File: config.mk
export PLATFORM = sky130hd
export DESIGN_NAME = io_seg_driver
export DESIGN_NICKNAME = d
export VERILOG_FILES = /design/src/rtl/io_seg_driver.sv
export SDC_FILE = /design/constraint.sdc
export NUM_CORES = 1
export LEC_CHECK = 0
export ABC_AREA = 1
export CAP_MARGIN = 20
export CORE_MARGIN = 3
export CORE_UTILIZATION = 45
export CTS_CLUSTER_DIAMETER = 80
export CTS_CLUSTER_SIZE = 25
export DETAILED_ROUTE_END_ITERATION = 16
export HOLD_SLACK_MARGIN = 0.12
export PLACE_DENSITY = 0.7
export REMOVE_ABC_BUFFERS = 1
export SLEW_MARGIN = 20
export SYNTH_ARGS = -nofsm -noshare
export SYNTH_HDL_FRONTEND = slang
export SYNTH_SLANG_ARGS = --single-unit
File: constraint.sdc
create_clock -name clk -period 1.94 [get_ports clk]
set_input_delay 0.291 -clock clk [delete_from_list [all_inputs] [get_ports clk]]
set_output_delay 0.291 -clock clk [all_outputs]
set_load 0.05 [all_outputs]
File: src/rtl/io_seg_driver.sv
// io_seg_driver: 8-digit multiplexed common-anode seven-segment controller; optional SEG_LEADING_ZERO_BLANK_EN blanks leading zeros
module io_seg_driver #(
  parameter int SCAN_DIV = 100000
) (
  input  logic        clk,
  input  logic        rst,
  input  logic        DigitalCtrl,
  input  logic        IOWrite,
  input  logic [3:0]  addr,
  input  logic [31:0] write_data,
  output logic [7:0]  seg_en,
  output logic [7:0]  seg_out
);
  localparam int PW = $clog2(SCAN_DIV);
  localparam logic [7:0] hex_tab [16] = '{
    8'hC0, 8'hF9, 8'hA4, 8'hB0, 8'h99, 8'h92, 8'h82, 8'hF8,
    8'h80, 8'h90, 8'h88, 8'h83, 8'hC6, 8'hA1, 8'h86, 8'h8E
  };
  logic          wr;
  logic          wrap;
  logic          lit;
  logic [3:0]    nib;
  logic [7:0]    en_nxt;
  logic [31:0]   disp;
  logic [7:0]    mask;
  logic [PW-1:0] pcnt;
  logic [2:0]    idx;
  logic          unused_hi;
  assign unused_hi = ^write_data[31:16];
  always_comb begin
    wr = DigitalCtrl & IOWrite;
    wrap = pcnt == PW'(SCAN_DIV - 1);
    nib = disp[{idx, 2'b00} +: 4];
`ifdef SEG_LEADING_ZERO_BLANK_EN
    lit = mask[idx] & ((idx == 3'd0) | ((disp >> {idx, 2'b00}) != 32'd0));
`else
    lit = mask[idx];
`endif
    en_nxt = lit ? ~(8'b1 << idx) : 8'hFF;
  end
  // outputs are built from the pre-edge index and data, so select and segments move together
  always_ff @(posedge clk) begin
    if (rst) begin
      disp    <= '0;
      mask    <= 8'hFF;
      pcnt    <= '0;
      idx     <= '0;
      seg_en  <= 8'hFF;
      seg_out <= 8'hFF;
    end else begin
      if (wr && addr == 4'h0) disp[15:0] <= write_data[15:0];
      if (wr && addr == 4'h2) disp[31:16] <= write_data[15:0];
      if (wr && addr == 4'h4) mask <= write_data[7:0];
      pcnt    <= wrap ? '0 : pcnt + 1'b1;
      idx     <= idx + 3'(wrap);
      seg_en  <= en_nxt;
      seg_out <= hex_tab[nib];
    end
  end
endmodule

Yosys cells after proc, flatten, opt, wreduce, memory -nomap -nowiden:

Memory sizes are Yosys's and may differ from the RTL's. A register that Yosys moved wholly into a read port is not among the register bits.
Index checks and enable logic that the tools add are counted.

* register bits: 68
* bits in latches: 0
* bits in writable memories: 0
* ROM bits: 128
* bits of input ports: 40
* output and inout bits: 16
* memories: 1

Memories
* (name not given): depth 16, bits a word 8, read ports 1, clocked after Yosys merged registers in 1, write ports 0, RTL line 57 `seg_out <= hex_tab[nib];`

* add/subtract/negate cells: 2
* multipliers: 0
* div/mod/pow operators: 0
* $lt $le $gt $ge: 1
* eq/ne operators: 3
* shift operators: 2
* multiplexer cells: 2
* bitwise gates (word level): 4
* reduce and logical (&&, ||, !) cells: 6

Operators with widths (number)
* variable part select 32 x 6 -> 4 bit: 1
* adder 17 x 1 -> 17 bit (second input constant): 1
* equality test 17 bit (second input constant): 1
* inverter 8 bit: 1
* << shifter 1 x 3 -> 8 bit (first input constant): 1
* inverter 4 -> 5 bit: 1
* equality test 4 x 2 -> 1 bit (second input constant): 1
* equality test 4 x 3 -> 1 bit (second input constant): 1
* logical NOT 4 bit: 1
* less-than comparator 3 x 4 -> 1 bit (second input constant): 1
* OR reduction 2 bit: 2
* adder 3 x 1 -> 3 bit: 1
* binary-select mux 1 bit (select 3 bit): 1
* logical AND 1 bit: 3
* bitwise AND 1 bit: 1
* two-way mux 1 bit: 1
* inverter 1 bit: 1

Logic depth before layout (Yosys ltp):

* depth in word-level cells: 4
* mapped depth: 13
* depth with buffers taken out: 12

Least setup slack after synthesis:

OpenSTA, ideal clock, no wires.

* kind: reg-to-reg
* start point: reg idx[0]
* end point: reg seg_out[3]
* setup time: 130 ps
* arrival: 1540 ps
* setup slack: 270 ps
* cell stages (with the launch flop): 14
* buffers on the path: 2
* clock period less this slack: 1670 ps
* path through: dfxtp_1 buf_6 buf_6 nand2_2 nor2_1 nor2_1 nand3_1 nand2_1 inv_1 ha_1 nand3_1 nand2_1 nand2_1 nand3_1

* cells in the longest elaborated chain, start to end: 2

RTL lines
* start, declared: RTL line 27 `logic [2:0] idx;`
* start signal, assigned: RTL line 55 `idx <= idx + 3'(wrap);`
* variable part select 32 x 6 -> 4 bit: RTL line 33 `nib = disp[{idx, 2'b00} +: 4];`
* inverter 4 -> 5 bit (implied by the code): RTL line 57
* end, declared: RTL line 12 `output logic [7:0] seg_out`

Every way passes these cells.
A chain may end at the register's enable or synchronous reset.

Final worst setup path:

* start point: reg seg_en[1]
* end point: out seg_en[1]

RTL lines
* start, declared: RTL line 11 `output logic [7:0] seg_en,`
* start signal, assigned: RTL line 56 `seg_en <= en_nxt;`

No word-level cell between the ends.

==> results.md <==
- Buffers plus inverters on the worst setup path: 1
- Worst skew pair latency: roughly 0.36 ns
- Slew HR: roughly two thirds
- Clock skew: slightly above 0.01 ns
- TritonCTS buffer count: 9
- VDD IR max: about 0.00035 V
- Tot GR Track Use: a little under a fifth
- CTS hold repair buffers: 0
- Final core occ: a little under three fifths
- Top layer in use: met4
- Critical path's top delay family: buffers and inverters
- DRC Markers: 0
- Initial DRC Count: between 150 and 200
- Flop and latch count out of synthesis: 75
- TritonCTS clock tree: done
- FP Rows: 31
- Root Driver: clkbuf_8
- Place WS: ~0.053 ns
- Post-DP HPWL: about 5600 µm
- Fin. max-slew vios: 0
- Sink Count: between 70 and 80
- RSZ-0062 raised after global routing: no
- Diodes inserted: 0
- Die Y: ~94 µm
- Fillers: 703
- Total Routed Length: roughly 7600 µm
- WP data required: approximately 1.7 ns
- Initial Utilization: approximately 47%
- Critical path endpoint category: output pin
- HP Class: reg2reg
- Global route overflow: 0
- Synth Instances: roughly 480
- CP max-delay cell: clkdlybuf4s50_1
- Per-cell routed wire length: 12.0 µm
- Number of H-tree levels: 3
- Commonest non-fill, non-tap cell in the layout: nand2_1
- Cell Chain, Critical Path: clkdlybuf4s50_1
- Syn_area_per_cell: roughly 7.2 µm²
- Reg clk slew, reported paths: 0.09 ns
- Port Buffers: 38
- Vias per Instance: 4.92
- Post-synthesis sequential area ratio: between 40% and 50%
- Commonest non-fill, non-tap cells in the layout: nand2_1 (97), dfxtp_1 (73), nor2_1 (56), inv_1 (47), nand3_1 (45)
- Post-synthesis cell type count: 33
- Leak: ~1.7 nW
- Tcrit/Tclk final: roughly nine tenths
- DRT Pass-1 Iters: 5
- Cell Pwr Density: 742 nW/µm²
- Vias in the first global route: 2907
- Slew @ Worst Pin: 0.504 ns
- Startpoint Class: flip-flop
- Max-cap violations: 0
- Largest net degree at the start of global routing: 33
- Met3 WL: approximately 320 µm
- Final hold viol count: 0
- Final setup fails: 0
- Fin crit period: around 1.8 ns
- Critical Path AT: about 1.5 ns
- Met1 WL: roughly 3700 µm
- Post-DRT Antenna Nets: 0
- Multi-input logic area: 1660 µm²
- Vias: slightly above 3000
- Worst-path fanout max: 1
- Critical path class: reg2out
- Num ports: between 50 and 60
- Crit-path max cell delay: approximately 0.80 ns
- GPL Wtd Cong: approximately 0.85
- Die footprint: around 9000 µm²
- Register area: around 1500 µm²
- Worst Slack Setup Final: 0.181 ns
- Syn Std Cell Area: between 3000 and 4000 µm²
- Layout cells sized above 1: approximately an eighth
- Max clock buf depth: 2
- Yosys Warn Count: 0
- FMAX: approximately 570 MHz
- P&R area growth vs syn: 22.2%
- Final #Nets: 578
- Chip width: approximately 94 µm
- First-pass GRT wire length: 13000 µm
- Outcome: finished clean
- Post-CTS setup repair buffer count: 0
- Core Region: ~7400 µm²
- Initial antenna violation count: 0
- Met2 WL: 3530 µm
## stage by stage
step / total power [W] / hold WS, ns / cells / TNS (ns) / cell area [µm²]
2_1_floorplan: 0.00172 / 0.362 / 465 / -0.00540 / 3370
3_3_place_gp: 0.00182 / 0.433 / 618 / 0 / 3990
3_5_place_dp: 0.00182 / 0.443 / 618 / 0 / 3990
4_1_cts: 0.00315 / 0.455 / 634 / 0 / 4220
5_1_grt: 0.00324 / 0.474 / 634 / 0 / 4230
6_report: 0.00314 / 0.450 / 634 / 0 / 4230
## logic make-up after synthesis
kind of cell	after synthesis	synth area share, %
adder cells (fa/ha/maj)	8	2.89
other	1	0.108
flip-flops	75	43.4
AND/OR/NAND/NOR	243	31.8
XOR/XNOR	5	1.27
AO/OA/AOI/OAI	78	11.8
buffers and inverters	71	8.75
## repair_timing
item,in CTS,in global routing
resized for setup,0,6
setup endpoints to repair,0,7
hold endpoints to repair,0,0
## Yosys cell counts, drive strengths merged
library cell  instances  area, µm²
a211oi                1       12.5
a21oi                38        201
buf                   8       63.8
clkbuf                8       30.0
clkinv                2       7.51
conb                  1       3.75
dfxtp                75       1500
ha                    8        100
inv                  53        201
nand2               106        420
nand3                47        245
nand4                 7       43.8
nor2                 64        275
nor3                 13       76.3
nor4                  2       12.5
o21ai                39        195
or2                   4       25.0
xnor2                 1       8.76
xor2                  4       35.0
## report_power, final
group          internal [W]  total (W)  switching [W]
clock network      0.000732    0.00135       0.000619
registers           0.00156    0.00157     0.00000978
logic             0.0000926   0.000215       0.000122
total               0.00239    0.00314       0.000751
## metal layers
layer / vias to the layer above / GRT usage (%)
met5: - / 0
met4: 0 / 6.98
met3: 11 / 4.17
met2: 63 / 29.7
met1: 1397 / 24.1
li1: 1648 / -
## layout make-up
| type | count | area share [%] |
|---|---|---|
| multi-input combinational | 335 | 39.3 |
| timing repair buffer | 54 | 11.9 |
| clock buffer | 9 | 2.93 |
| inverter | 55 | 4.94 |
| tap | 99 | 2.93 |
| sequential | 75 | 35.6 |
| clock inverter | 7 | 2.40 |
## path summary, 6_finish.rpt
| kind | startpoint | to | slack, ns | cells past startpoint |
|---|---|---|---|---|
| setup / recovery | seg_en[1] | seg_en[1] | 0.18 | 1 |
| hold / removal | disp[2] | disp[2] | 0.45 | 2 |
| setup reg to reg | idx[0] | seg_out[5] | 0.20 | 12 |
| hold reg to reg | disp[2] | disp[2] | 0.45 | 2 |
## sequential cells by signal, indices dropped and copies added, names as in the netlist
name	count
disp	32
pcnt	17
seg_out	7
mask	8
seg_en	8
idx	3
## worst register-to-register path: cells and delay by family, from the launching register on
| kind | cells | cell delay [ns] |
|---|---|---|
| AO/OA/AOI/OAI | 1 | 0.14 |
| adder cells (fa/ha/maj) | 1 | 0.23 |
| buffers and inverters | 3 | 0.39 |
| flip-flops | 1 | 0.36 |
| AND/OR/NAND/NOR | 7 | 0.53 |
(Power assumes the default switching activity.)
